`src/rtl/pipeline_exec_pkg.sv`:
```
// Shared command bytes and FSM state encoding for the pipeline execution controller.
package pipeline_exec_pkg;

    localparam logic [7:0] CMD_LOAD = 8'h4C;
    localparam logic [7:0] CMD_CONT = 8'h43;
    localparam logic [7:0] CMD_STEP = 8'h53;

    typedef enum logic [2:0] {
        ST_IDLE,
        ST_LOAD_LEN,
        ST_LOAD_BYTE,
        ST_LOAD_WRITE,
        ST_FLUSH,
        ST_RUN,
        ST_STEP,
        ST_DONE
    } state_t;

endpackage

```
`src/rtl/pipeline_exec_controller_word_assembler.sv`:
```
// Packs incoming UART bytes, MSB first, into one instruction word.
module word_assembler #(
    parameter int WIDTH = 32
) (
    input  logic             i_clk,
    input  logic             i_rst,
    input  logic             i_clear,
    input  logic             i_shift,
    input  logic [7:0]       i_byte,
    output logic [WIDTH-1:0] o_word,
    output logic [1:0]       o_byte_cnt,
    output logic             o_word_valid
);

    logic [WIDTH-1:0] r_word;
    logic [1:0]       r_cnt;
    logic             r_valid;

    always_ff @(posedge i_clk or negedge i_rst) begin
        if (!i_rst) begin
            r_word  <= '0;
            r_cnt   <= 2'd0;
            r_valid <= 1'b0;
        end else if (i_clear) begin
            r_word  <= '0;
            r_cnt   <= 2'd0;
            r_valid <= 1'b0;
        end else if (i_shift) begin
            r_word  <= {r_word[WIDTH-9:0], i_byte};
            r_cnt   <= r_cnt + 2'd1;
            // Valid stays up until the next byte of the following word arrives.
            r_valid <= (r_cnt == 2'd3);
        end
    end

    assign o_word       = r_word;
    assign o_byte_cnt   = r_cnt;
    assign o_word_valid = r_valid;

endmodule

```
`src/rtl/pipeline_exec_controller.sv`:
```
// Byte-driven sequencer that loads instruction memory, flushes the core and
// gates the shared pipeline enable for continuous runs or single steps.
module pipeline_exec_controller
    import pipeline_exec_pkg::*;
#(
    parameter int SIZE            = 32,
    parameter int ADDR_WIDTH      = 32,
    parameter int MAX_INSTRUCTION = 64,
    parameter int CNT_WIDTH       = 32,
    parameter int WATCHDOG        = 2**20
) (
    input  logic                  i_clk,
    input  logic                  i_rst,
    input  logic                  i_cmd_valid,
    input  logic [7:0]            i_cmd,
    output logic                  o_cmd_ready,
    input  logic                  i_halt,
    output logic                  o_pipe_enable,
    output logic                  o_pipe_flush,
    output logic                  o_inst_write_enable,
    output logic [ADDR_WIDTH-1:0] o_write_addr,
    output logic [SIZE-1:0]       o_write_data,
    output logic                  o_step_mode,
    output logic                  o_busy,
    output logic                  o_done,
    output logic                  o_err,
    output logic [CNT_WIDTH-1:0]  o_cycle_count
);

    localparam int WD_W = $clog2(WATCHDOG + 1);

    state_t               r_state;
    state_t               w_next;
    logic [7:0]           r_len;
    logic [7:0]           r_index;
    logic                 r_err;
    logic                 r_halted;
    logic                 r_step_mode;
    logic [CNT_WIDTH-1:0] r_cycle_count;
    logic [WD_W-1:0]      r_wd;

    logic                 w_ready;
    logic                 w_enable;
    logic                 w_flush;
    logic                 w_we;
    logic                 w_done;
    logic                 w_accept;
    logic                 w_len_bad;
    logic                 w_wd_last;
    logic                 w_asm_clear;
    logic                 w_asm_shift;
    logic [SIZE-1:0]      w_word;
    logic [1:0]           w_byte_cnt;
    logic                 w_word_valid;

    assign w_accept    = i_cmd_valid & w_ready;
    assign w_len_bad   = (i_cmd == 8'd0) || ({24'd0, i_cmd} > MAX_INSTRUCTION);
    assign w_wd_last   = (r_wd == WD_W'(WATCHDOG - 1));
    assign w_asm_clear = (r_state == ST_IDLE) && i_cmd_valid && (i_cmd == CMD_LOAD);
    assign w_asm_shift = (r_state == ST_LOAD_BYTE) && i_cmd_valid;

    word_assembler #(
        .WIDTH(SIZE)
    ) u_word_assembler (
        .i_clk       (i_clk),
        .i_rst       (i_rst),
        .i_clear     (w_asm_clear),
        .i_shift     (w_asm_shift),
        .i_byte      (i_cmd),
        .o_word      (w_word),
        .o_byte_cnt  (w_byte_cnt),
        .o_word_valid(w_word_valid)
    );

    always_ff @(posedge i_clk or negedge i_rst) begin
        if (!i_rst) begin
            r_state <= ST_IDLE;
        end else begin
            r_state <= w_next;
        end
    end

    always_comb begin
        w_next   = r_state;
        w_ready  = 1'b0;
        w_enable = 1'b0;
        w_flush  = 1'b0;
        w_we     = 1'b0;
        w_done   = 1'b0;
        case (r_state)
            ST_IDLE: begin
                w_ready = 1'b1;
                if (i_cmd_valid) begin
                    if (i_cmd == CMD_LOAD) begin
                        w_next = ST_LOAD_LEN;
                    end else if (i_cmd == CMD_CONT) begin
                        w_next = r_halted ? ST_DONE : ST_RUN;
                    end else if (i_cmd == CMD_STEP) begin
                        w_next = ST_STEP;
                    end
                end
            end
            ST_LOAD_LEN: begin
                w_ready = 1'b1;
                if (i_cmd_valid) begin
                    w_next = w_len_bad ? ST_IDLE : ST_LOAD_BYTE;
                end
            end
            ST_LOAD_BYTE: begin
                w_ready = 1'b1;
                if (i_cmd_valid && (w_byte_cnt == 2'd3)) begin
                    w_next = ST_LOAD_WRITE;
                end
            end
            ST_LOAD_WRITE: begin
                w_we   = w_word_valid;
                w_next = (r_index == r_len - 8'd1) ? ST_FLUSH : ST_LOAD_BYTE;
            end
            ST_FLUSH: begin
                w_flush = 1'b1;
                w_next  = ST_IDLE;
            end
            ST_RUN: begin
                // Enable drops in the same cycle HALT appears so it stays frozen in MEM/WB.
                w_enable = !i_halt;
                if (i_halt || w_wd_last) begin
                    w_next = ST_DONE;
                end
            end
            ST_STEP: begin
                w_enable = !i_halt;
                w_next   = ST_DONE;
            end
            ST_DONE: begin
                w_done = 1'b1;
                w_next = ST_IDLE;
            end
            default: begin
                w_next = ST_IDLE;
            end
        endcase
    end

    always_ff @(posedge i_clk or negedge i_rst) begin
        if (!i_rst) begin
            r_len         <= 8'd0;
            r_index       <= 8'd0;
            r_err         <= 1'b0;
            r_halted      <= 1'b0;
            r_step_mode   <= 1'b0;
            r_cycle_count <= '0;
            r_wd          <= '0;
        end else begin
            case (r_state)
                ST_IDLE: begin
                    if (w_accept && (i_cmd == CMD_CONT)) begin
                        r_step_mode <= 1'b0;
                        r_wd        <= '0;
                    end else if (w_accept && (i_cmd == CMD_STEP)) begin
                        r_step_mode <= 1'b1;
                    end
                end
                ST_LOAD_LEN: begin
                    if (w_accept) begin
                        if (w_len_bad) begin
                            r_err <= 1'b1;
                        end else begin
                            r_err   <= 1'b0;
                            r_len   <= i_cmd;
                            r_index <= 8'd0;
                        end
                    end
                end
                ST_LOAD_WRITE: begin
                    r_index <= r_index + 8'd1;
                end
                ST_FLUSH: begin
                    r_cycle_count <= '0;
                    r_halted      <= 1'b0;
                end
                ST_RUN: begin
                    if (i_halt) begin
                        r_halted <= 1'b1;
                    end else begin
                        r_cycle_count <= r_cycle_count + CNT_WIDTH'(1);
                        r_wd          <= r_wd + WD_W'(1);
                        if (w_wd_last) begin
                            r_err <= 1'b1;
                        end
                    end
                end
                ST_STEP: begin
                    if (i_halt) begin
                        r_halted <= 1'b1;
                    end else begin
                        r_cycle_count <= r_cycle_count + CNT_WIDTH'(1);
                    end
                end
                default: begin
                end
            endcase
        end
    end

    assign o_cmd_ready         = w_ready;
    assign o_pipe_enable       = w_enable;
    assign o_pipe_flush        = w_flush;
    assign o_inst_write_enable = w_we;
    assign o_write_addr        = ADDR_WIDTH'({r_index, 2'b00});
    assign o_write_data        = w_word;
    assign o_step_mode         = r_step_mode;
    assign o_busy              = (r_state != ST_IDLE);
    assign o_done              = w_done;
    assign o_err               = r_err;
    assign o_cycle_count       = r_cycle_count;

endmodule
```
`config.mk`:
```
export PLATFORM = sky130hd
export DESIGN_NAME = pipeline_exec_controller
export DESIGN_NICKNAME = d
export VERILOG_FILES = /design/src/rtl/pipeline_exec_pkg.sv /design/src/rtl/pipeline_exec_controller_word_assembler.sv /design/src/rtl/pipeline_exec_controller.sv
export SDC_FILE = /design/constraint.sdc
export NUM_CORES = 1
export LEC_CHECK = 0
export BUFFER_PORTS_ARGS = -buffer_cell sky130_fd_sc_hd__buf_2
export CORE_MARGIN = 5
export CORE_UTILIZATION = 61
export CTS_BUF_LIST = sky130_fd_sc_hd__clkbuf_8
export CTS_CLUSTER_DIAMETER = 50
export DETAILED_ROUTE_END_ITERATION = 12
export GPL_TIMING_DRIVEN = 0
export PLACE_DENSITY = 0.95
export SLEW_MARGIN = 20
export SYNTH_ARGS = -nofsm -noshare
export SYNTH_HDL_FRONTEND = slang
export SYNTH_SLANG_ARGS = --single-unit
```
`constraint.sdc`:
```
create_clock -name i_clk -period 3.6 [get_ports i_clk]
set_input_delay 0.9 -clock i_clk [delete_from_list [all_inputs] [get_ports i_clk]]
set_output_delay 0.9 -clock i_clk [all_outputs]
set_load 0.05 [all_outputs]
```
After elaboration in Yosys (flattened, before gate mapping)

Index checks and enable logic that the tools add are counted.

Flip-flop bits (word level): 110
Input port bits: 12
Output and inout port bits: 104

Add/subtract/negate cells: 5
Magnitude comparators: 1
Equal/unequal tests: 25
Multiplexer cells: 39
Bitwise operators: 2
Reduce and logical (&&, ||, !) cells: 29

Operator list:

| operator                | count |
|---|---|
| $mux W32                | 3 |
| $pmux W32 S2            | 1 |
| $mux W21                | 2 |
| $pmux W21 S2            | 1 |
| $add A32 B1 Y32 const B | 1 |
| $eq A8 B7 Y1 const B    | 3 |
| $mux W3                 | 8 |
| $add A21 B1 Y21 const B | 1 |
| $eq A21 B20 Y1 const B  | 1 |
| $pmux W3 S7             | 1 |
| $mux W8                 | 2 |
| $ne A2 B2 Y1 const B    | 8 |
| $pmux W8 S2             | 1 |
| $mux W1                 | 14 |
| $eq A3 B3 Y1 const B    | 4 |
| $reduce_bool A2 Y1      | 6 |
| $reduce_and A3 Y1       | 3 |
| $add A8 B1 Y8 const B   | 1 |
| $eq A8 B8 Y1            | 1 |
| $gt A8 B7 Y1 const B    | 1 |
| $logic_not A8 Y1        | 1 |
| $mux W2                 | 4 |
| $sub A8 B1 Y8 const B   | 1 |
| $eq A3 B2 Y1 const B    | 2 |
| other kinds (18)        | 30 |

Logic depth before layout (Yosys ltp)

Gate-level depths: netlist (run 1).

Depth in word-level cells: 7
Gate-level depth with buffers: 8
Mapped depth without buffers: 7

By module

Synthesis (run 1) repeated with hierarchy kept, for this count alone.

Cells, all modules: 558
Area total of the unflattened synthesis: 5693.0 um^2

By module, submodules not included:

| module                   | times used | cells each | area an instance (um^2) | sequential area each (um^2) |
|---|---|---|---|---|
| pipeline_exec_controller | 1          | 444        | 4231.6                  | 1876.8 |
| word_assembler           | 1          | 114        | 1461.4                  | 875.8 |

Least setup slack after synthesis (run 1)

No wires, ideal clock.

Path kind: input to output
Start point: in i_halt
End point: out o_pipe_enable
Arrival time: 1862 ps
Path slack: 838 ps
Cell stages on the path: 2
Cell sequence: nand2b_1 > nor2_1

Cells in the longest elaborated chain, start to end: 2

Ends and longest elaborated chain:

| item             | line                                                             | text |
|---|---|---|
| start, declared  | pipeline_exec_controller.sv:17                                   | `input logic i_halt,` |
| $logic_not A1 Y1 | pipeline_exec_controller.sv:125, pipeline_exec_controller.sv:131 |  |
| $mux W1          | -                                                                |  |
| end, declared    | pipeline_exec_controller.sv:18                                   | `output logic o_pipe_enable,` |

Every way passes these cells.

Worst setup path in the final report (run 1)

Start point: reg r_state[0]
End point: out o_pipe_flush

Cells in the longest elaborated chain, start to end: 2

Ends and longest elaborated chain:

| item                   | line                           | text |
|---|---|---|
| start, declared        | pipeline_exec_controller.sv:32 | `state_t r_state;` |
| start signal, assigned | pipeline_exec_controller.sv:79 | `r_state <= w_next;` |
| $eq A3 B3 Y1           | pipeline_exec_controller.sv:90 | `case (r_state)` |
| $mux W1                | pipeline_exec_controller.sv:90 |  |
| end, declared          | pipeline_exec_controller.sv:19 | `output logic o_pipe_flush,` |

Every way passes these cells.

==> qor.yml, run 1 <==
run_status:
  status: "finished clean"
grt:
  grt_pass1_wl_mm: 21.96
  grt_max_degree: 87
  first_global_vias: 4689
  overflow: 0
  antenna_found_initial: 0
  grt_usage_pct: 24.12
clocking:
  cts-root-buf: "clkbuf_8"
  clkSinkCount: 110
  cts_tree: "yes"
  cts_buffer_depth: 2
  cts_resized: 0
  clk_latency_ns: 0.39
  cts.clk_slew.worst_paths_ns: 0.11
  cts.hold.buffers_added: 0
  post_cts_buffers: 0
  cts-buffers-inserted: 9
  htreeDepth: 3
sta:
  max_freq_mhz: 296.1
  finalHoldViolations: 0
  slew_violations: 0
  slew_headroom_pct: 49.72
  grt_setup_unrepaired: "no"
  period_minus_slack_ns: 3.377
  worstMarginPinSlew_ns: 0.7485
  clock-skew-final_ns: 0.01590
  period_share_pct: 93.82
  setup_viol: 0
  tns_ns: 0
cells_and_area:
  diodes: 0
  num-fill-cells: 656
  drive_gt1_share_pct: 20.57
  final_nets: 751
  syn2layout_area_growth_pct: 16.25
  post-route-util_pct: 71.62
drt:
  drt_iter0_markers: 368
  first_pass_iters: 6
  vias: 4774
  drc: 0
  wl_per_cell_microns: 15.62
  ant_nets: 0
  finalWirelength_mm: 13.28
  via_per_inst: 5.616
setup_path:
  cp_slowest_cell: "nor3_1"
  path_cells: "buf_2 > nor3_1 > clkbuf_1 > buf_2"
  critPathKind: "register to output port"
  cpMostUsedCell: "buf_2"
  worstPathRequired_ns: 2.70
  arrival_ns: 2.48
  path_max_fanout: 10
  crit_buf_inv: 3
  cp_top_family: "buffers and inverters"
  max_stage_delay_ns: 0.63
  cp-start-kind: "register"
  crit_path_end_kind: "output port"
floorplan:
  die-width_microns: 105.9
  rows: 35
  start_util_pct: 61.61
  chipHeight_microns: 105.9
  coreArea_sq_um: 9109
  die_area_sq_um: 11220
  ioPinCount: 116
synth:
  avgSynthCellArea_sq_um: 9.230
  yosys.area.top_type: "dfrtp_1"
  async_flop_share_pct: 100.0
  dominantRegCellSynth: "dfrtp_1"
  yosysUniqueCellTypes: 50
  yosysTopAreaCellShare_pct: 49.05
  synthCells: 608
  synth_seq_cells: 110
  yosysWarnings: 0
  synth_area_leaders: "dfrtp_1 49%, nand2_1 6.5%, nor2_1 5.2%, xnor2_1 4.8%, xor2_1 4.7%"
  syn-cell-area_sq_um: 5612
  ys_seq_area_share_pct: 49.05
  synth-edff-count: 0
power:
  power-per-cell-area_nw_per_um2: 764.6
  leakage_nw: 3.213
  peakVddDrop_mv: 0.5510
worst_hold_path:
  hp-class: "primary input to async pin"
placed_design:
  place_hpwl_mm: 9.773
  gp_congestion: 0.8372
  numPortBuffers: 91
run:
  cap_violations: 0
[worst reg2reg max path: stages (launching register included)]
cell	delay (ns)
dfrtp_1	0.42
clkbuf_1	0.24
or3_1	0.51
o32ai_1	0.67
nor3_1	0.11
a22o_1	0.23
a31oi_1	0.13
[final timing paths]
check	slack, ns	cells after the start	to	startpoint
hold / removal	0.36	1	r_wd[11]	i_rst
setup reg to reg	1.22	6	r_state[1]	r_state[2]
min in group i_clk	0.50	2	o_step_mode	o_step_mode
max in group asynchronous	2.57	2	r_wd[19]	i_rst
setup / recovery	0.22	4	o_pipe_flush	r_state[0]
hold reg to reg	0.50	2	o_step_mode	o_step_mode
[layout by cell type (no fill, tap or decap), drive strengths merged, types with 6 or more instances in the layout]
cell | Yosys | layout
conb | 1 | 24
dfrtp | 110 | 110
xnor2 | 31 | 31
nor2 | 77 | 77
and4 | 7 | 7
inv | 7 | 11
mux2 | 6 | 6
xor2 | 30 | 30
buf | 28 | 120
o21ai | 19 | 19
nand2b | 7 | 7
and3 | 12 | 12
nand4 | 14 | 14
nand2 | 97 | 97
nor3 | 14 | 14
a21oi | 41 | 41
clkbuf | 21 | 30
nand3 | 24 | 24
[state kept, by name (all words and copies together), names as in the netlist]
| name | count |
|---|---|
| o_cycle_count | 32 |
| o_err | 1 |
| o_step_mode | 1 |
| r_halted | 1 |
| r_index | 8 |
| r_len | 8 |
| r_state | 3 |
| r_wd | 21 |
| u_word_assembler.o_byte_cnt | 2 |
| u_word_assembler.o_word | 32 |
| u_word_assembler.o_word_valid | 1 |
[metal layers]
metal	vias to the layer above	routed length, microns	track usage [%]
li1	2261	-	-
met1	2291	5357	28.85
met2	177	6695	41.89
met3	45	821	5.586
met4	0	401	10.08
met5	-	0	0
[final cells by class]
type                       count  area (sq um)  area share, %
tap                          111         138.9          2.129
multi-input combinational    465          2640          40.47
sequential                   110          2753          42.19
clock buffer                   9         123.9          1.899
inverter                       7         26.28         0.4028
clock inverter                 7         73.82          1.132
buffer                        49         279.0          4.277
timing repair buffer          92         489.2          7.499
[synthesized netlist by cell type, types with 4 or more instances]
cell type / count
o21ai_0: 16
nor3_1: 12
nor2_1: 77
inv_1: 7
nand2_1: 97
ha_1: 5
mux2_2: 6
nand2b_1: 7
and3_1: 12
a21oi_1: 40
nand3_1: 24
xnor2_1: 31
dfrtp_1: 110
or2_2: 4
buf_4: 24
xor2_1: 30
nand4_1: 14
nand4bb_1: 4
and2_1: 5
clkbuf_1: 21
buf_2: 4
or3_1: 5
and4_1: 7
nor2b_1: 5
[power breakdown]
part / internal (mW) / switching (mW)
registers: 1.55 / 0.319
clock network: 0.275 / 0.455
logic: 0.650 / 1.74
total: 2.48 / 2.51
[cell families after synthesis]
| group | after synthesis | synth area share (%) |
|---|---|---|
| XOR/XNOR | 61 | 9.521 |
| AND/OR/NAND/NOR | 292 | 25.75 |
| buffers and inverters | 56 | 5.440 |
| other | 1 | 0.06683 |
| adder cells (fa/ha/maj) | 6 | 1.293 |
| flip-flops | 110 | 49.05 |
| AO/OA/AOI/OAI | 75 | 7.492 |
| multiplexers | 7 | 1.382 |
[through the flow]
step	cell area [sq um]	std cells	worst slack [ns]	total power, mW	hold WS (ns)
after CTS	6524	850	0.2611	4.991	0.3592
after global placement	6292	833	0.4915	4.150	0.4558
after floorplan	5698	631	0.8378	3.657	0.4373
after detailed placement	6326	834	0.6171	4.260	0.4859
final	6524	850	0.2225	4.988	0.3648
after global routing	6524	850	0.1061	5.263	0.3584
Power figures use the tool's default switching activity.
==> run 2, diff against run 1 <==
--- a/config.mk
+++ b/config.mk
@@ -11,7 +11,6 @@
 export CTS_BUF_LIST = sky130_fd_sc_hd__clkbuf_8
 export CTS_CLUSTER_DIAMETER = 50
 export DETAILED_ROUTE_END_ITERATION = 12
-export GPL_TIMING_DRIVEN = 0
 export PLACE_DENSITY = 0.95
 export SLEW_MARGIN = 20
 export SYNTH_ARGS = -nofsm -noshare
==> run 2 against run 1 <==
Against the previous run: via count down 2.7%; clock power up 2%; die area unchanged; total power down 0.59%; core utilization down 2.3 points; clock-buffer cell count unchanged; worst setup slack better by 0.49 ns; flip-flop and latch count unchanged; non-clock buffer count down 40; clock skew up 0.00092 ns; worst hold slack better by 0.13 ns; critical endpoint is now o_pipe_enable.
==> qor.yml, run 2 (synthesized netlist as in run 1, its figures left out) <==
run_status:
  status: "finished clean"
worst_hold_path:
  hold-path-endpoint: "r_wd[20]"
  min_path_cells: 1
  hold_path.startpoint: "r_wd[20]"
  hp-class: "register to register"
cells_and_area:
  syn2layout_area_growth_pct: 12.55
  diodes: 0  # unchanged
  drive_gt1_share_pct: 19.31  # -1.3 points
  fin_cells: 810  # -4.7%
  final_cell_mix: "110 x dfrtp_1, 97 x nand2_1, 90 x buf_2"
  final_common_cell: "dfrtp_1"
  final_nets: 711  # -5.3%
  fin_area_sq_um: 6316  # -3.2%
setup_path:
  arrival_ns: 1.98  # -0.50 ns
  cp-start-kind: "register"
  worstPathRequired_ns: 2.70  # about the same
  rr_startpoint: "r_state[0]"
  r2r_slack_ns: 0.95  # -0.27 ns
  max_stage_delay_ns: 0.70  # +0.07 ns
  crit_path_end_kind: "output port"
  critPathKind: "register to output port"
  reg2regPathDepth: 6  # unchanged
  path_max_fanout: 17  # +7
  reg2reg_to: "r_wd[15]"
  cp_slowest_cell: "dfrtp_1"
  path_cells: "xnor2_1 > nor2_1 > buf_2"
drt:
  drc: 0  # unchanged
  first_pass_iters: 7  # +1
  drt_iter0_markers: 447  # +21%
  via_per_inst: 5.733  # +2.1%
  vias: 4644  # -2.7%
  finalWirelength_mm: 12.68  # -4.5%
  ant_nets: 0  # unchanged
  wl_per_cell_microns: 15.65  # +0.20%
sta:
  finalHoldViolations: 0  # unchanged
  clock-skew-final_ns: 0.01681  # +0.0009176 ns
  worstMarginPinSlew_ns: 0.6674  # -0.08113 ns
  whs_ns: 0.4993  # +0.1345 ns
  grt_setup_unrepaired: "no"
  slew_violations: 0  # unchanged
  tns_ns: 0  # unchanged
  max_freq_mhz: 346.9  # +17%
  period_share_pct: 80.09  # -14 points
  period_minus_slack_ns: 2.883  # -0.4944 ns
  setup_viol: 0  # unchanged
  slew_headroom_pct: 55.46  # +5.7 points
clocking:
  clk_latency_ns: 0.38  # about the same
  htreeDepth: 3  # unchanged
  cts-buffers-inserted: 9  # unchanged
  post_cts_buffers: 0  # unchanged
  cts-root-buf: "clkbuf_8"
  cts.hold.buffers_added: 0  # unchanged
  cts_buffer_depth: 2  # unchanged
  cts_resized: 0  # unchanged
  cts_tree: "yes"
  clkSinkCount: 110  # unchanged
  cts.clk_slew.worst_paths_ns: 0.10  # about the same
power:
  peakVddDrop_mv: 0.4507  # -18%
  power-per-cell-area_nw_per_um2: 785.1  # +2.7%
  leakage_nw: 3.095  # -3.7%
  p_total_mw: 4.959  # -0.59%
grt:
  grt_max_degree: 50  # -43%
  grt_usage_pct: 23.90  # -0.22 points
  antenna_found_initial: 1  # +1
  first_global_vias: 4578  # -2.4%
  grt_pass1_wl_mm: 22.11  # +0.72%
  overflow: 0  # unchanged
floorplan:
  coreArea_sq_um: 9109  # unchanged
  start_util_pct: 61.61  # unchanged
  die-width_microns: 105.9  # unchanged
  die_area_sq_um: 11220  # unchanged
  chipHeight_microns: 105.9  # unchanged
  ioPinCount: 116  # unchanged
  rows: 35  # unchanged
placed_design:
  numPortBuffers: 91  # unchanged
  placed_cells: 794  # -4.8%
  gp_congestion: 0.9083  # +8.5%
  dpl_cell_area_sq_um: 6117  # -3.3%
  place_hpwl_mm: 9.381  # -4.0%
run:
  cap_violations: 0  # unchanged
run 2: cell types whose count changed in the layout (fill, tap and decap cells not counted), moves of 2 or more:
cell	before	now
inv_8	2	0
buf_4	24	10
clkbuf_1	21	0
clkinv_4	2	0
inv_6	2	4
buf_2	94	90
run 2: stage by stage:
step | setup WS [ns] | util [%]
after CTS | 0.7333 | 69.34
after detailed placement | 0.4298 | 67.16
after floorplan | 0.8378 | -
final | 0.7169 | 69.34
after global routing | 0.5461 | 69.34
after global placement | 0.5705 | 67.16
run 2: layout make-up:
| class | instances | area, sq um |
|---|---|---|
| inverters | 7 | 26.28 |
| clock inverters | 7 | 75.07 |
| clock buffers | 9 | 123.9 |
| fillers | 663 | 2793 |
| flip-flops and latches | 110 | 2753 |
| repair buffers | 101 | 545.5 |
| well taps | 111 | 138.9 |
| multi-input cells | 465 | 2654 |
run 2: layer usage:
metal | up-vias | part of all wire [%] | GRT usage [%]
li1 | 2193 | - | -
met4 | 2 | 2.3 | 8.881
met5 | - | 0.10 | 0
met2 | 166 | 51 | 40.26
met3 | 29 | 5.2 | 4.250
met1 | 2254 | 42 | 31.08
run 2: worst max path at each step:
| stage | from | endpoint | slack [ns] | depth (start not counted) |
|---|---|---|---|---|
| 5_1_grt | r_state[0] | o_pipe_enable | 0.55 | 3 |
| 3_5_place_dp | i_cmd[4] | r_wd[15] | 0.43 | 7 |
| 6_report | r_state[0] | o_pipe_enable | 0.72 | 3 |
| 2_1_floorplan | i_halt | o_pipe_enable | 0.84 | 2 |
| 4_1_cts | r_state[0] | o_pipe_enable | 0.73 | 3 |
| 3_3_place_gp | i_cmd[4] | r_wd[15] | 0.57 | 7 |
run 2: critical path: cells and delay by family (launching register included):
| kind | cells | cell delay [ns] |
|---|---|---|
| xor+xnor | 1 | 0.18 |
| buf+inv | 1 | 0.35 |
| flops | 1 | 0.70 |
| simple gates | 1 | 0.39 |
run 2: report_power, final:
part / internal [mW] / switching, mW
combinational: 0.632 / 1.66
clock: 0.274 / 0.468
sequential: 1.55 / 0.374
==> run 3, diff against run 2 <==
--- a/config.mk
+++ b/config.mk
@@ -7,11 +7,11 @@
 export LEC_CHECK = 0
 export BUFFER_PORTS_ARGS = -buffer_cell sky130_fd_sc_hd__buf_2
 export CORE_MARGIN = 5
-export CORE_UTILIZATION = 61
+export CORE_UTILIZATION = 51
 export CTS_BUF_LIST = sky130_fd_sc_hd__clkbuf_8
 export CTS_CLUSTER_DIAMETER = 50
 export DETAILED_ROUTE_END_ITERATION = 12
-export PLACE_DENSITY = 0.95
+export PLACE_DENSITY = 0.87
 export SLEW_MARGIN = 20
 export SYNTH_ARGS = -nofsm -noshare
 export SYNTH_HDL_FRONTEND = slang
==> constraint.sdc (replaced) <==
create_clock -name i_clk -period 2.65 [get_ports i_clk]
set_input_delay 0.6625 -clock i_clk [delete_from_list [all_inputs] [get_ports i_clk]]
set_output_delay 0.6625 -clock i_clk [all_outputs]
set_load 0.05 [all_outputs]
==> run 3 against run 2 <==
Against the previous run: final area is 2.4% higher; die area is 18% higher; clock skew is 0.0066 ns lower; worst setup slack worse by 0.60 ns; clock-buffer cell count stayed put; sequential power is 34% higher; non-clock buffer count is 12 higher; largest cell class unchanged.
==> qor.yml, run 3 (synthesized netlist as in run 1, its figures left out) <==
power:
  p_total_mw: 6.822  # +38%
  comb_power_share_pct: 47.4  # +1.2 points
  p_clk_share_pct: 14.8  # -0.2 points
  p_seq_share_pct: 37.8  # -1.0 points
  power-per-cell-area_nw_per_um2: 1055  # +34%
  p_sw_mw: 3.436  # +37%
  p_int_mw: 3.386  # +38%
  peakVddDrop_mv: 0.8580  # +90%
  switching_share_pct: 50.37  # -0.12 points
  leakage_nw: 3.164  # +2.2%
clocking:
  post_cts_buffers: 0  # unchanged
  cts-root-buf: "clkbuf_8"
  cts_buffer_depth: 2  # unchanged
  clk_latency_ns: 0.38  # about the same
  clkSinkCount: 110  # unchanged
  cts_tree: "yes"
  htreeDepth: 3  # unchanged
  cts.clk_slew.worst_paths_ns: 0.11  # about the same
  cts-buffers-inserted: 9  # unchanged
grt:
  grtUsageMet2_pct: 33.76  # -6.5 points
  antenna_found_initial: 1  # unchanged
  grt_pass1_wl_mm: 21.94  # -0.81%
  first_global_vias: 4710  # +2.9%
  grt_usage_pct: 20.41  # -3.5 points
  grtUsageMet3_pct: 4.158  # -0.092 points
  overflow: 0  # unchanged
  grt_max_degree: 59  # +18%
  grt.met1_usage_pct: 25.29  # -5.8 points
  top_usage_layer: "met2"
sta:
  clock-skew-final_ns: 0.01019  # -0.006623 ns
  finalHoldViolations: 0  # unchanged
  worstMarginPinSlew_ns: 0.6067  # -0.06069 ns
  tns_ns: 0  # unchanged
  setup_viol: 0  # unchanged
  grt_setup_unrepaired: "no"
  slew_violations: 0  # unchanged
  period_share_pct: 95.68
  slew_headroom_pct: 59.55  # +4.1 points
  period_minus_slack_ns: 2.536
  max_freq_mhz: 394.4
floorplan:
  chipHeight_microns: 114.9  # +8.5%
  rows: 38  # +8.6%
  die-width_microns: 114.9  # +8.5%
  ioPinCount: 116  # unchanged
  die_area_sq_um: 13200  # +18%
  coreArea_sq_um: 10790  # +18%
  start_util_pct: 51.99  # -9.6 points
drt:
  drc: 0  # unchanged
  ant_nets: 0  # unchanged
  first_pass_iters: 4  # -3
  vias: 4695  # +1.1%
  via_per_inst: 5.517  # -3.8%
  finalWirelength_mm: 13.12  # +3.5%
  wl_per_cell_microns: 15.41  # -1.5%
  drt_iter0_markers: 486  # +8.7%
setup_path:
  cp-start-kind: "register"
  critPathKind: "register to output port"
  crit_path_end_kind: "output port"
  max_stage_delay_ns: 0.50  # -0.20 ns
  path_max_fanout: 9  # -8
  worstPathRequired_ns: 1.99  # -0.71 ns
  cp_slowest_cell: "dfrtp_1"
  path_cells: "buf_4 > xnor2_1 > nor2_1 > buf_2"
  arrival_ns: 1.87  # -0.11 ns
cells_and_area:
  final_common_cell: "dfrtp_1"
  final_cell_mix: "109 x dfrtp_1, 97 x nand2_1, 90 x buf_2"
  drive_gt1_share_pct: 20.82  # +1.5 points
  final_nets: 723  # +1.7%
  diodes: 0  # unchanged
  num-fill-cells: 881  # +33%
  syn2layout_area_growth_pct: 15.25
run_status:
  status: "finished clean"
placed_design:
  place_hpwl_mm: 9.759  # +4.0%
  numPortBuffers: 91  # unchanged
  gp_congestion: 0.8704  # -4.2%
worst_hold_path:
  hp-class: "primary input to async pin"
run:
  cap_violations: 0  # unchanged
-- run 3: cell types whose count changed in the layout (fill, tap and decap cells not counted), moves of 2 or more --
cell,before,now
inv_6,4,2
clkinv_4,0,2
inv_8,0,2
buf_12,1,3
buf_4,10,20
-- run 3: area by class of cell --
class / count / area (sq um) / area share (%)
sequential: 110 / 2754 / 42.58
multi-input combinational: 465 / 2654 / 41.03
timing repair buffer: 113 / 660.6 / 10.21
tap: 140 / 175.2 / 2.708
clock buffer: 9 / 123.9 / 1.915
clock inverter: 7 / 73.82 / 1.141
inverter: 7 / 26.28 / 0.4063
-- run 3: final timing paths --
path                            startpoint                 to  slack (ns)  cells after the start
worst max-delay path            r_state[0]      o_pipe_enable        0.11                      4
worst min-delay path                 i_rst   o_cycle_count[8]        0.26                      1
worst max register to register  r_state[0]  o_cycle_count[27]        0.21                      7
worst min register to register    r_wd[20]           r_wd[20]        0.50                      1
max in group asynchronous            i_rst         r_state[1]        1.67                      2
min in group i_clk                r_wd[20]           r_wd[20]        0.50                      1
-- run 3: timing repair --
action,in CTS,in global routing
hold buffers,0,0
endpoints found under the setup margin,0,1
resized for setup,0,1
-- run 3: metrics by stage --
step	cell area, sq um	std cells	hold slack (ns)	setup WS, ns	utilization, %
2_1_floorplan	5698	631	0.3669	0.2526	-
3_3_place_gp	6269	835	0.4606	0.1495	58.08
3_5_place_dp	6269	835	0.4724	0.1017	58.08
4_1_cts	6466	851	0.2764	0.04300	59.91
5_1_grt	6467	851	0.3004	0.006394	59.92
6_report	6467	851	0.2629	0.1144	59.92
-- run 3: power groups by stage --
stage,clock network [mW],logic (mW),registers (mW)
after global placement,0,3.13,2.56
after detailed placement,0,3.24,2.59
after CTS,1.03,3.25,2.57
after global routing,1.10,3.47,2.65
final,1.01,3.23,2.58
after floorplan,0,1.38,3.59
-- run 3: critical path: cells and delay by family (launching register included) --
family	cells	cell delay (ns)
flip-flops	1	0.50
XOR/XNOR	1	0.40
buffers and inverters	2	0.46
AND/OR/NAND/NOR	1	0.13
-- run 3: metal layers --
layer	share of wire, %	vias to the layer above
met3	6.3	39
met1	41	2302
met4	3.3	2
met5	0.053	-
met2	49	150
li1	-	2202
